**config.mk**
```make
export PLATFORM = sky130hd
export DESIGN_NAME = hash_probe_ctrl_flat
export DESIGN_NICKNAME = d
export VERILOG_FILES = /design/src/rtl/hash_probe_ctrl_if.sv /design/src/rtl/hash_probe_ctrl.sv /design/src/flat_wrapper.sv
export SDC_FILE = /design/constraint.sdc
export NUM_CORES = 1
export LEC_CHECK = 0
export CORE_MARGIN = 2
export CORE_UTILIZATION = 53
export DETAILED_ROUTE_END_ITERATION = 8
export GPL_ROUTABILITY_DRIVEN = 0
export MAX_ROUTING_LAYER = met4
export PLACE_DENSITY = 0.95
export SYNTH_ARGS = -nofsm -noshare
export SYNTH_HDL_FRONTEND = slang
export SYNTH_SLANG_ARGS = --single-unit
```
**constraint.sdc**
```tcl
create_clock -name clk -period 3.7 [get_ports clk]
set_input_delay 0.74 -clock clk [delete_from_list [all_inputs] [get_ports clk]]
set_output_delay 0.74 -clock clk [all_outputs]
set_load 0.05 [all_outputs]
```
**src/rtl/hash_probe_ctrl_if.sv**
```systemverilog
// Request/response and RAM port bundle for hash_probe_ctrl.
// The controller uses the slave view; the search core and RAM use the master view.
interface hash_probe_ctrl_if;
  logic        req_valid;
  logic        req_ready;
  logic [1:0]  req_op;
  logic [23:0] req_key;
  logic [1:0]  req_val;
  logic        rsp_valid;
  logic        rsp_hit;
  logic [1:0]  rsp_val;
  logic        rsp_full;
  logic        rsp_err;
  logic [13:0] ram_addr;
  logic [13:0] ram_din;
  logic        ram_we;
  logic [13:0] ram_dout;

  modport slave (
    input  req_valid, req_op, req_key, req_val, ram_dout,
    output req_ready, rsp_valid, rsp_hit, rsp_val, rsp_full, rsp_err,
           ram_addr, ram_din, ram_we
  );

  modport master (
    output req_valid, req_op, req_key, req_val, ram_dout,
    input  req_ready, rsp_valid, rsp_hit, rsp_val, rsp_full, rsp_err,
           ram_addr, ram_din, ram_we
  );
endinterface

```
**src/rtl/hash_probe_ctrl.sv**
```systemverilog
// Linear-probing hash-table controller over a 16Kx14 async-read RAM (word = {val, fp}).
// Optional HASH_PROBE_STATS_EN adds saturating probe-cycle and full-response counters.
module hash_probe_ctrl #(
  parameter int MAX_PROBE = 8
) (
  input  logic              clk,
  input  logic              rstn,
  hash_probe_ctrl_if.slave  bus
`ifdef HASH_PROBE_STATS_EN
  ,
  output logic [31:0]       stat_probes,
  output logic [15:0]       stat_full
`endif
);

  typedef enum logic [1:0] {S_IDLE, S_PROBE, S_CLEAR, S_RESP} state_e;

  localparam logic [1:0]  OP_INSERT = 2'b01;
  localparam logic [1:0]  OP_CLEAR  = 2'b10;
  localparam logic [1:0]  OP_RSVD   = 2'b11;
  localparam logic [1:0]  VAL_EMPTY = 2'b11;
  localparam logic [13:0] LAST_PROBE = 14'(MAX_PROBE - 1);
  localparam logic [13:0] LAST_ADDR  = 14'h3FFF;

  state_e      state_q;
  logic [1:0]  op_q;
  logic [11:0] fp_q;
  logic [1:0]  val_q;
  logic [13:0] addr_q;
  logic [13:0] cnt_q;
  logic        hit_q;
  logic [1:0]  rval_q;
  logic        full_q;
  logic        err_q;

  logic slot_empty;
  logic slot_match;
  logic probe_end;
  logic is_insert;

  function automatic logic [13:0] home_slot(input logic [23:0] key);
    return key[13:0] ^ {key[23:14], 4'b0000};
  endfunction

  always_comb begin
    slot_empty = (bus.ram_dout[13:12] == VAL_EMPTY);
    slot_match = !slot_empty && (bus.ram_dout[11:0] == fp_q);
    probe_end  = slot_empty || slot_match;
    is_insert  = (op_q == OP_INSERT);
  end

  assign bus.req_ready = (state_q == S_IDLE);
  assign bus.rsp_valid = (state_q == S_RESP);
  assign bus.rsp_hit   = hit_q;
  assign bus.rsp_val   = rval_q;
  assign bus.rsp_full  = full_q;
  assign bus.rsp_err   = err_q;

  // Write enable is gated by rstn so a reset edge never commits a write.
  always_comb begin
    bus.ram_addr = '0;
    bus.ram_din  = '0;
    bus.ram_we   = 1'b0;
    case (state_q)
      S_PROBE: begin
        bus.ram_addr = addr_q;
        bus.ram_din  = {val_q, fp_q};
        bus.ram_we   = rstn && is_insert && probe_end;
      end
      S_CLEAR: begin
        bus.ram_addr = addr_q;
        bus.ram_din  = 14'h3000;
        bus.ram_we   = rstn;
      end
      default: ;
    endcase
  end

  always_ff @(posedge clk) begin
    if (!rstn) begin
      state_q <= S_IDLE;
      cnt_q   <= '0;
      hit_q   <= 1'b0;
      rval_q  <= '0;
      full_q  <= 1'b0;
      err_q   <= 1'b0;
    end else begin
      case (state_q)
        S_IDLE: begin
          if (bus.req_valid) begin
            op_q   <= bus.req_op;
            fp_q   <= bus.req_key[23:12];
            val_q  <= bus.req_val;
            cnt_q  <= '0;
            addr_q <= (bus.req_op == OP_CLEAR) ? 14'h0000 : home_slot(bus.req_key);
            if (bus.req_op == OP_RSVD ||
                (bus.req_op == OP_INSERT && bus.req_val == VAL_EMPTY)) begin
              err_q   <= 1'b1;
              state_q <= S_RESP;
            end else if (bus.req_op == OP_CLEAR) begin
              state_q <= S_CLEAR;
            end else begin
              state_q <= S_PROBE;
            end
          end
        end
        S_PROBE: begin
          if (probe_end) begin
            hit_q   <= slot_match;
            rval_q  <= (!is_insert && slot_match) ? bus.ram_dout[13:12] : 2'b00;
            state_q <= S_RESP;
          end else if (cnt_q == LAST_PROBE) begin
            full_q  <= 1'b1;
            state_q <= S_RESP;
          end else begin
            cnt_q  <= cnt_q + 14'd1;
            addr_q <= addr_q + 14'd1;
          end
        end
        S_CLEAR: begin
          if (addr_q == LAST_ADDR) state_q <= S_RESP;
          else                     addr_q  <= addr_q + 14'd1;
        end
        S_RESP: begin
          hit_q   <= 1'b0;
          rval_q  <= '0;
          full_q  <= 1'b0;
          err_q   <= 1'b0;
          state_q <= S_IDLE;
        end
        default: state_q <= S_IDLE;
      endcase
    end
  end

`ifdef HASH_PROBE_STATS_EN
  logic [31:0] probes_q;
  logic [15:0] sfull_q;

  always_ff @(posedge clk) begin
    if (!rstn) begin
      probes_q <= '0;
      sfull_q  <= '0;
    end else if (state_q == S_CLEAR && addr_q == LAST_ADDR) begin
      probes_q <= '0;
      sfull_q  <= '0;
    end else if (state_q == S_PROBE) begin
      if (probes_q != 32'hFFFF_FFFF) probes_q <= probes_q + 32'd1;
      if (!probe_end && cnt_q == LAST_PROBE && sfull_q != 16'hFFFF)
        sfull_q <= sfull_q + 16'd1;
    end
  end

  assign stat_probes = probes_q;
  assign stat_full   = sfull_q;
`endif

endmodule
```
**src/flat_wrapper.sv**
```systemverilog
// flat-port wrapper written by rule: the top's interface ports become plain ports
module hash_probe_ctrl_flat 
#(
  parameter int MAX_PROBE = 8
)
  (clk, rstn, bus_req_valid, bus_req_op, bus_req_key, bus_req_val, bus_ram_dout, bus_req_ready, bus_rsp_valid, bus_rsp_hit, bus_rsp_val, bus_rsp_full, bus_rsp_err, bus_ram_addr, bus_ram_din, bus_ram_we);
  hash_probe_ctrl_if bus_i ();
  input  logic clk;
  input  logic rstn;
  input wire logic [$bits(bus_i.req_valid)-1:0] bus_req_valid;
  input wire logic [$bits(bus_i.req_op)-1:0] bus_req_op;
  input wire logic [$bits(bus_i.req_key)-1:0] bus_req_key;
  input wire logic [$bits(bus_i.req_val)-1:0] bus_req_val;
  input wire logic [$bits(bus_i.ram_dout)-1:0] bus_ram_dout;
  output wire logic [$bits(bus_i.req_ready)-1:0] bus_req_ready;
  output wire logic [$bits(bus_i.rsp_valid)-1:0] bus_rsp_valid;
  output wire logic [$bits(bus_i.rsp_hit)-1:0] bus_rsp_hit;
  output wire logic [$bits(bus_i.rsp_val)-1:0] bus_rsp_val;
  output wire logic [$bits(bus_i.rsp_full)-1:0] bus_rsp_full;
  output wire logic [$bits(bus_i.rsp_err)-1:0] bus_rsp_err;
  output wire logic [$bits(bus_i.ram_addr)-1:0] bus_ram_addr;
  output wire logic [$bits(bus_i.ram_din)-1:0] bus_ram_din;
  output wire logic [$bits(bus_i.ram_we)-1:0] bus_ram_we;
  assign bus_i.req_valid = bus_req_valid;
  assign bus_i.req_op = bus_req_op;
  assign bus_i.req_key = bus_req_key;
  assign bus_i.req_val = bus_req_val;
  assign bus_i.ram_dout = bus_ram_dout;
  assign bus_req_ready = bus_i.req_ready;
  assign bus_rsp_valid = bus_i.rsp_valid;
  assign bus_rsp_hit = bus_i.rsp_hit;
  assign bus_rsp_val = bus_i.rsp_val;
  assign bus_rsp_full = bus_i.rsp_full;
  assign bus_rsp_err = bus_i.rsp_err;
  assign bus_ram_addr = bus_i.ram_addr;
  assign bus_ram_din = bus_i.ram_din;
  assign bus_ram_we = bus_i.ram_we;
  hash_probe_ctrl #(.MAX_PROBE(MAX_PROBE)) u_core (.clk(clk), .rstn(rstn), .bus(bus_i));
endmodule
```
==> results of run 1 <==
-- kinds of logic after synthesis --
logic type,after synthesis
mux,3
fa+ha+maj,6
xor+xnor,34
compound gates,67
flops,51
simple gates,151
buf+inv,28
-- power by group through the flow --
stage | logic (W) | registers, W | clock network [W]
2_1_floorplan | 0.00112 | 0.000838 | 0
3_3_place_gp | 0.00156 | 0.000853 | 0
3_5_place_dp | 0.00160 | 0.000857 | 0
4_1_cts | 0.00161 | 0.000846 | 0.000388
5_1_grt | 0.00173 | 0.000860 | 0.000404
6_report | 0.00161 | 0.000848 | 0.000387
-- worst max-delay path, cell delays in order --
cell             delay [ns]
clkdlybuf4s50_1        0.48
xnor2_1                0.13
nand4_1                0.11
or3_1                  0.47
a21o_1                 0.24
o21ai_0                0.39
buf_12                 0.20
-- per-stage QoR --
| stage | util (%) | cells |
|---|---|---|
| 3_5_place_dp | 71.11 | 482 |
| 5_1_grt | 73.03 | 490 |
| 6_report | 73.03 | 490 |
| 2_1_floorplan | - | 340 |
| 3_3_place_gp | 71.11 | 482 |
| 4_1_cts | 73.03 | 490 |
-- how the worst max path moves through the flow --
stage / startpoint / to / slack [ns]
finish: bus_ram_dout[0] / bus_ram_we / 0.20
global route: bus_ram_dout[1] / bus_ram_we / 0.15
CTS: bus_ram_dout[0] / bus_ram_we / 0.21
detailed placement: bus_ram_dout[0] / bus_ram_we / 0.21
global placement: bus_ram_dout[0] / bus_ram_we / 0.25
floorplan: bus_ram_dout[4] / bus_ram_we / 0.21
-- layer usage --
layer	global-route usage [%]	part of all wire, %
met5	-	0
met4	8.814	1.6
met3	4.607	8.4
met2	46.17	50
met1	31.62	40
-- cells in the final DEF (no fill, tap or decap), drive strengths merged, types with 2 or more instances in the layout --
master         synthesis  final
dfxtp                 21     21
mux2i                  3      3
and4                   2      2
a22o                   3      3
nor3                   7      7
and2                  26     26
a311o                  2      2
xor2                  13     13
nand3                 21     21
a32o                   2      2
a31oi                  6      6
nand4                 10     10
o21ai                 20     20
nand2                 41     41
nand4b                 2      2
nor4                   5      5
edfxtp                30     30
nand2b                 2      2
o2111ai                2      2
xnor2                 21     21
inv                   11     11
or3                    2      2
nor2b                  2      2
buf                    7      8
nor2                  23     23
ha                     6      6
clkdlybuf4s50          0     79
o211ai                 5      5
and3                   4      4
clkbuf                10      5
a21oi                 12     12
clkinv                 0      2
-- registers in the layout, indices dropped and copies added (netlist names) --
| signal | cells |
|---|---|
| u_core.bus.rsp_full | 1 |
| u_core.addr_q | 14 |
| u_core.val_q | 2 |
| u_core.bus.rsp_hit | 1 |
| u_core.state_q | 2 |
| u_core.bus.rsp_err | 1 |
| u_core.fp_q | 12 |
| u_core.bus.rsp_val | 2 |
| u_core.op_q | 2 |
| u_core.cnt_q | 14 |
-- layout make-up --
class / count / share of cell area [%]
Inverter: 11 / 1.008
Clock buffer: 5 / 1.680
Tap cell: 72 / 2.200
Multi-Input combinational cell: 261 / 40.82
Clock inverter: 3 / 0.9471
Timing Repair Buffer: 87 / 21.08
Sequential cell: 51 / 32.26
==> run_results.csv, run 1 <==
group,metric,value,unit
status,status,"finished clean",
floorplan,die_w,80.72,um
sta,worstMarginPinSlew,0.6722,ns
sta,tns,0,ns
routing,via_per_inst,5.955,
power,intPower,0.001517,W
clock_tree,ctsResizeCount,0,
sta,clock.fmax,0.2861,GHz
routing,ant_nets,0,
finish,nFillCells,415,
logic_synthesis,synth_area,0.003119,sq mm
clock_tree,cts_tree,"done",
logic_synthesis,ys.flop_type,"edfxtp_1",
power,power_density,695.6,mW/mm^2
worst_setup_path,timing.rr.end,"u_core.cnt_q[1]",
sta,drv_slew,0,
finish,syn_to_final_growth,31.29,%
logic_synthesis,synth-compound-area-share,15.92,%
logic_synthesis,yosys.area_share.adder,2.407,%
floorplan,pin_count,81,
floorplan,core_area,0.005608,sq mm
global_routing,grt_usage,26.71,%
hold_path,hold_depth,2,
worst_setup_path,crit_path_end_kind,"primary output",
logic_synthesis,post_synth_inst_count,340,
worst_setup_path,startpoint_type,"input port",
sta,timing.final.ws_setup,0.2048,ns
power,p_sw_share,46.76,%
finish,diodes,0,
logic_synthesis,ys_types,51,
placed_design,numPortBuffers,80,
run,maxCapViolCount,0,
routing,dr.pass1.iters,5,
logic_synthesis,synth_edf_count,30,
worst_setup_path,ff2ff_setup_slack,1.26,ns
worst_setup_path,crit_fanout,4,
finish,final-seq-area,0.001321,sq mm
placed_design,pre_cts_ws,0.2088,ns
clock_tree,cts_inserted_buffers,5,
worst_setup_path,rr_startpoint,"u_core.state_q[1]",
routing,vias,2918,
placed_design,dpl_cell_area,0.003988,sq mm
routing,wl_per_cell,16.56,um
logic_synthesis,ys_seq_area_share,42.36,%
sta,final_hold_viol_count,0,
clock_tree,clkLatencyLatePin,0.31,ns
logic_synthesis,synth-simple-area-share,24.75,%
power,clkPwrFrac,13.6,%
clock_tree,path_clk_slew,0.09,ns
clock_tree,root_buffer,"clkbuf_8",
global_routing,grt_pass1_wl,13130,um
power,pwr-share-comb,56.7,%
logic_synthesis,synth_xor_area_share,9.547,%
logic_synthesis,synth_top_family_by_area,"simple AND/OR/NAND/NOR gates",
worst_setup_path,crit_type,"input port to primary output",
floorplan,start_util,55.62,%
sta,maxSlewHeadroom,55.19,%
logic_synthesis,synth-seq-cells,51,
routing,first_iter_violations,286,
sta,rsz0062_at_grt,"false",
sta,final.min_clock_period,3.495,ns
hold_path,hp-start,"u_core.bus.rsp_hit",
hold_path,min_path_type,"flop to flop",
power,p_sw,0.001332,W
routing,drc_errors,0,
logic_synthesis,syn_area_per_cell,9.174,sq um
logic_synthesis,async_flop_share,0,%
clock_tree,hold_buffers,0,
finish,nets,468,
power,power,0.002849,W
routing,drt-total-wl,8116,um
logic_synthesis,synth.top_cells.by_area,"edfxtp_1, dfxtp_1, xnor2_1, and2_1, nand2_1",
clock_tree,h-tree-depth,2,
finish,drive_gt1_share,5.263,%
sta,setup_viol,0,
logic_synthesis,yosysMostFrequentCell,"nand2_1",
clock_tree,cts.path.max_buffers,2,
finish,multi_input_area,0.001672,sq mm
global_routing,antenna_found_initial,0,
logic_synthesis,synthMuxAreaShare,0.9627,%
global_routing,grt_max_degree,24,
floorplan,die_y,80.72,um
worst_setup_path,cp.required,2.96,ns
logic_synthesis,synth_commonest_cells,"nand2_1, edfxtp_1, and2_1",
worst_setup_path,reg2reg_depth,7,
floorplan,placementRows,27,
finish,finalInstanceArea,0.004095,sq mm
clock_tree,post_cts_buffers,0,
sta,fin_worst_skew,0.005371,ns
logic_synthesis,synth_nets,391,
hold_path,min_to,"u_core.bus.rsp_hit",
power,leakage,1.433,nW
global_routing,gr-total-overflow,0,
global_routing,grt_pass1_vias,2853,
worst_setup_path,critPathArrivalTime,2.76,ns
logic_synthesis,synth_top_area_cell,"edfxtp_1",
placed_design,hpwlAfterDp,6043,um
sta,fin_worst_hold_slack,0.4934,ns
logic_synthesis,ys_warn_count,0,
floorplan,dieArea,0.006515,sq mm
power,pwr-share-seq,29.8,%
clock_tree,clock-sinks,51,
power,ir_drop,686.8,uV
logic_synthesis,synth_top_area_share,28.88,%
sta,post-route-period-util,94.46,%
No activity file was read; power rests on OpenSTA's default activity.
==> run 2: changes to the inputs <==
--- a/config.mk
+++ b/config.mk
@@ -11,6 +11,7 @@
 export GPL_ROUTABILITY_DRIVEN = 0
 export MAX_ROUTING_LAYER = met4
 export PLACE_DENSITY = 0.95
+export SETUP_SLACK_MARGIN = 0.4
 export SYNTH_ARGS = -nofsm -noshare
 export SYNTH_HDL_FRONTEND = slang
 export SYNTH_SLANG_ARGS = --single-unit
==> constraint.sdc (replaced) <==
create_clock -name clk -period 3.7 [get_ports clk]
set_input_delay 1.11 -clock clk [delete_from_list [all_inputs] [get_ports clk]]
set_output_delay 1.11 -clock clk [all_outputs]
set_load 0.05 [all_outputs]
==> run 2 against run 1 <==
Fmax is 0.44% lower; via count increased by 0.89%; largest cell class unchanged; worst setup slack got worse by 0.015 ns; critical path type unchanged; global-route usage increased by 0.18 points; largest power group unchanged; core utilization increased by 1.7 points; sequential share of layout area fell by 0.72 points.
==> run_results.csv, run 2 (synthesis gave the netlist of run 1 again) <==
group,metric,value,unit
placed_design,numPortBuffers,80,
global_routing,grt_max_degree,24,
finish,reg_top3,"u_core.addr_q (14), u_core.cnt_q (14), u_core.fp_q (12)",
finish,diodes,0,
clock_tree,cts_tree,"done",
run,maxCapViolCount,0,
clock_tree,clock-sinks,51,
floorplan,placementRows,27,
worst_setup_path,cp.required,2.59,ns
routing,ant_nets,0,
worst_setup_path,reg2reg_depth,7,
finish,final_common_cell,"clkdlybuf4s50_1",
status,status,"finished clean",
floorplan,pin_count,81,
finish,fin_cells,490,
floorplan,start_util,55.62,%
finish,syn_to_final_growth,34.30,%
sta,maxSlewHeadroom,39.08,%
routing,drt-total-wl,8477,um
finish,final_cell_mix,"clkdlybuf4s50_1, nand2_1, edfxtp_1",
worst_setup_path,rr_startpoint,"u_core.state_q[1]",
clock_tree,post_cts_buffers,0,
worst_setup_path,crit_fanout,2,
sta,tns,0,ns
power,ir_drop,533.3,uV
finish,drive_gt1_share,11.96,%
routing,wl_per_cell,17.30,um
global_routing,antenna_found_initial,0,
sta,fin_worst_hold_slack,0.4755,ns
global_routing,grt_pass1_wl,13340,um
clock_tree,cts.path.max_buffers,2,
clock_tree,hold_buffers,0,
sta,setup_viol,0,
clock_tree,path_clk_slew,0.09,ns
clock_tree,h-tree-depth,2,
sta,worstMarginPinSlew,0.9105,ns
power,power_density,678.8,mW/mm^2
sta,timing.final.ws_setup,0.1895,ns
worst_setup_path,timing.rr.end,"u_core.addr_q[10]",
routing,wl_met2,4377,um
floorplan,die_w,80.72,um
sta,post-route-period-util,94.88,%
placed_design,dp.cells,482,
routing,dr.pass1.iters,6,
hold_path,min_path_type,"flop to flop",
routing,first_iter_violations,288,
clock_tree,root_buffer,"clkbuf_8",
sta,drv_slew,0,
power,leakage,1.693,nW
sta,final_hold_viol_count,0,
worst_setup_path,critPathArrivalTime,2.40,ns
routing,top_layer,"met4",
worst_setup_path,crit_type,"input port to primary output",
global_routing,gr-total-overflow,0,
hold_path,hold_depth,2,
hold_path,min_to,"u_core.bus.rsp_hit",
hold_path,hp-start,"u_core.bus.rsp_hit",
floorplan,die_y,80.72,um
routing,met1_length,3362,um
global_routing,grt_pass1_vias,2834,
global_routing,grt_usage,26.89,%
sta,clock.fmax,0.2849,GHz
clock_tree,clkLatencyLatePin,0.30,ns
floorplan,dieArea,0.006515,sq mm
floorplan,core_area,0.005608,sq mm
clock_tree,cts_inserted_buffers,5,
placed_design,pre_cts_ws,-0.2185,ns
worst_setup_path,ff2ff_setup_slack,1.18,ns
routing,drc_errors,0,
sta,rsz0062_at_grt,"true",
worst_setup_path,crit_path_end_kind,"primary output",
worst_setup_path,startpoint_type,"input port",
routing,routed-wl-met3,574,um
routing,vias,2944,
sta,final.min_clock_period,3.510,ns
routing,via_per_inst,6.008,
finish,nets,468,
sta,fin_worst_skew,0.005045,ns
placed_design,hpwlAfterDp,6014,um
==> run 2: repair_timing <==
action,in CTS,in global routing
endpoints found under the setup margin,17,16
pin swaps,18,13
resized for setup,69,20
==> run 2: worst max-delay path, stage by stage <==
cell     delay (ns)
buf_6          0.10
xnor2_2        0.14
nand4_1        0.13
or3_4          0.41
a21o_1         0.21
o21ai_4        0.16
buf_12         0.15
==> run 2: worst max-delay path by stage <==
stage | from | to | slack [ns]
6_report | bus_ram_dout[5] | bus_ram_we | 0.19
5_1_grt | bus_ram_dout[5] | bus_ram_we | 0.16
4_1_cts | bus_ram_dout[5] | bus_ram_we | 0.13
3_5_place_dp | bus_ram_dout[0] | bus_ram_we | -0.22
3_3_place_gp | bus_ram_dout[4] | bus_ram_we | -0.22
2_1_floorplan | bus_ram_dout[4] | bus_ram_we | 0.24
==> run 2: layout make-up <==
class | count | area, sq um
multi-input combinational | 261 | 1782
clock inverter | 3 | 38.79
inverter | 11 | 41.29
sequential | 51 | 1321
timing repair buffer | 87 | 847.1
tap | 72 | 90.09
fill | 387 | 1419
clock buffer | 5 | 68.82
==> run 2: layer usage <==
metal,up-vias,track usage (%)
li1,1390,-
met3,18,4.382
met5,-,-
met4,0,7.966
met1,1390,31.67
met2,146,47.33
==> run 2: where the power goes <==
| part | switching (W) | leakage, nW | internal [W] |
|---|---|---|---|
| Sequential | 0.000105 | 0.453 | 0.000755 |
| Clock | 0.000180 | 0.0517 | 0.000198 |
| Combinational | 0.00107 | 1.19 | 0.000538 |
==> run 2: metrics by stage <==
stage               power, W  cell area, sq um  util, %
floorplan           0.001960              3131        -
global placement    0.002413              3991    71.17
detailed placement  0.002460              3991    71.17
CTS                 0.002795              4086    72.87
global route        0.002983              4189    74.70
finish              0.002844              4189    74.70
==> run 3: changes to the inputs <==
--- a/config.mk
+++ b/config.mk
@@ -5,6 +5,7 @@
 export SDC_FILE = /design/constraint.sdc
 export NUM_CORES = 1
 export LEC_CHECK = 0
+export CORE_ASPECT_RATIO = 2
 export CORE_MARGIN = 2
 export CORE_UTILIZATION = 53
 export DETAILED_ROUTE_END_ITERATION = 8
==> run 3 against run 2 <==
Sequential share of layout area up 0.066 points; clock power up 20%; combinational power about the same; count of clock-buffer cells in the layout up 1; clock skew about the same; total power up 1.3%; core utilization down 1.5 points; worst setup slack worse by 0.016 ns; sequential power about the same; non-clock buffer count unchanged; largest cell class unchanged.
==> run_results.csv, run 3 (synthesis gave the netlist of run 1 again) <==
group,metric,value,unit
status,status,"finished clean",
sta,maxSlewHeadroom,32.00,%
routing,top_layer,"met4",
routing,ant_nets,0,
routing,wl_met2,5339,um
sta,final_hold_viol_count,0,
global_routing,grt_pass1_wl,14080,um
worst_setup_path,startpoint_type,"input port",
placed_design,hpwlAfterDp,6776,um
finish,syn_to_final_growth,34.02,%
clock_tree,cts.path.max_buffers,2,
worst_setup_path,reg2reg_depth,7,
routing,wl_per_cell,19.34,um
sta,worstMarginPinSlew,1.016,ns
worst_setup_path,crit_path_end_kind,"primary output",
floorplan,die_y,112.5,um
clock_tree,cts_tree,"done",
finish,fin_util,73.22,%
worst_setup_path,ff2ff_setup_slack,1.13,ns
routing,drc_errors,0,
worst_setup_path,slowest_stage,"or3_4",
routing,vias,3018,
routing,drt-total-wl,9264,um
floorplan,placementRows,39,
placed_design,numPortBuffers,80,
sta,final.min_clock_period,3.527,ns
worst_setup_path,rr_startpoint,"u_core.state_q[1]",
finish,diodes,0,
worst_setup_path,timing.rr.end,"u_core.addr_q[2]",
clock_tree,hold_buffers,0,
worst_setup_path,cp.required,2.59,ns
clock_tree,root_buffer,"clkbuf_16",
sta,fin_worst_hold_slack,0.4792,ns
finish,final_common_cell,"nand2_1",
worst_setup_path,crit_fanout,2,
power,power_density,689.4,mW/mm^2
power,ir_drop,735.4,uV
worst_setup_path,worst-path-stages,7,
sta,tns,0,ns
clock_tree,post_cts_buffers,0,
worst_setup_path,critPathArrivalTime,2.42,ns
worst_setup_path,cp_cell_sequence,"buf_2 > xnor2_1 > nand4_1 > or3_4 > a21o_1 > o21ai_4 > buf_12",
sta,clock.fmax,0.2835,GHz
sta,fin_worst_skew,0.004665,ns
run,maxCapViolCount,0,
global_routing,antenna_found_initial,0,
global_routing,gr-total-overflow,0,
routing,dr.pass1.iters,4,
finish,nets,468,
global_routing,grt_max_degree,26,
floorplan,core_area,0.005709,sq mm
hold_path,min_path_type,"flop to flop",
sta,timing.final.ws_setup,0.1732,ns
routing,first_iter_violations,188,
floorplan,pin_count,81,
clock_tree,clock-sinks,51,
routing,routed-wl-met3,684,um
clock_tree,h-tree-depth,2,
global_routing,grt_usage,29.13,%
finish,reg_top3,"u_core.addr_q (14), u_core.cnt_q (14), u_core.fp_q (12)",
worst_setup_path,endpoint,"bus_ram_we",
power,leakage,1.760,nW
floorplan,start_util,54.64,%
worst_setup_path,crit_start,"bus_ram_dout[6]",
placed_design,pre_cts_ws,-0.1999,ns
routing,met1_length,2798,um
clock_tree,path_clk_slew,0.07,ns
routing,via_per_inst,6.301,
sta,post-route-period-util,95.32,%
finish,drive_gt1_share,11.48,%
floorplan,die_w,58.25,um
worst_setup_path,slowest_delay,0.41,ns
sta,rsz0062_at_grt,"true",
global_routing,grt_pass1_vias,3009,
sta,setup_viol,0,
finish,final_cell_mix,"nand2_1, clkdlybuf4s50_1, edfxtp_1",
clock_tree,clkLatencyLatePin,0.29,ns
worst_setup_path,cp.buffers_inverters,2,
floorplan,dieArea,0.006552,sq mm
sta,drv_slew,0,
placed_design,dpl_cell_area,0.003978,sq mm
worst_setup_path,critPathTopFamily,"simple AND/OR/NAND/NOR gates",
clock_tree,cts_inserted_buffers,5,
hold_path,hp-start,"u_core.bus.rsp_hit",
worst_setup_path,crit_type,"input port to primary output",
finish,finalInstanceArea,0.004180,sq mm
## run 3: cell types whose count changed in the layout (fill, tap and decap cells not counted)
| cell | before | now |
|---|---|---|
| clkbuf_16 | 0 | 5 |
| clkbuf_8 | 5 | 0 |
| clkdlybuf4s50_1 | 43 | 39 |
| dlymetal6s2s_1 | 8 | 12 |
| buf_2 | 5 | 8 |
| buf_6 | 6 | 3 |
| bufinv_16 | 1 | 0 |
| clkbuf_1 | 0 | 1 |
| clkinv_1 | 1 | 0 |
| clkinvlp_4 | 0 | 1 |
| ha_1 | 4 | 5 |
| ha_4 | 1 | 0 |
| xnor2_1 | 12 | 13 |
| xnor2_2 | 8 | 7 |
## run 3: metrics by stage
stage,instances,total power [W]
after global placement,471,0.002409
after CTS,479,0.002861
after detailed placement,471,0.002450
after global routing,479,0.003006
final,479,0.002882
after floorplan,340,0.001960
## run 3: power by group
part	internal, W	leakage (nW)	switching, W
Combinational	0.000503	1.24	0.00106
Clock	0.000249	0.0630	0.000203
Sequential	0.000756	0.453	0.000107
Total	0.00151	1.76	0.00137
## run 3: layer usage
| layer | up-vias | GRT usage, % |
|---|---|---|
| li1 | 1386 | - |
| met1 | 1406 | 25.95 |
| met2 | 190 | 54.62 |
| met3 | 36 | 5.645 |
| met4 | 0 | 15.19 |
| met5 | - | - |
## run 3: layout make-up
| type | count | area [sq um] |
|---|---|---|
| well taps | 61 | 76.32 |
| multi-input cells | 261 | 1762 |
| clock inverters | 2 | 12.51 |
| inverters | 11 | 41.29 |
| clock buffers | 6 | 128.9 |
| repair buffers | 87 | 838.3 |
| flip-flops and latches | 51 | 1321 |
| fillers | 390 | 1529 |
## run 3: worst reg2reg max path: cells and delay by family (launching register included)
| family | cells | cell delay (ns) |
|---|---|---|
| AO/OA/AOI/OAI | 1 | 0.19 |
| buffers and inverters | 4 | 0.71 |
| adder cells (fa/ha/maj) | 1 | 0.33 |
| flip-flops | 1 | 0.38 |
| AND/OR/NAND/NOR | 1 | 0.59 |
## run 3: how the worst min path moves through the flow
stage | to | slack [ns] | cells after the start
after floorplan | u_core.cnt_q[13] | 0.45 | 2
after global placement | u_core.cnt_q[1] | 0.46 | 2
after detailed placement | u_core.cnt_q[1] | 0.47 | 2
after CTS | u_core.cnt_q[1] | 0.48 | 2
after global routing | u_core.bus.rsp_full | 0.51 | 2
final | u_core.bus.rsp_hit | 0.48 | 2
## run 3: what timing repair did
action / in CTS / in global routing
gates cloned: 0 / 0
pin swaps: 18 / 15
endpoints found under the setup margin: 14 / 13
resized for setup: 69 / 17
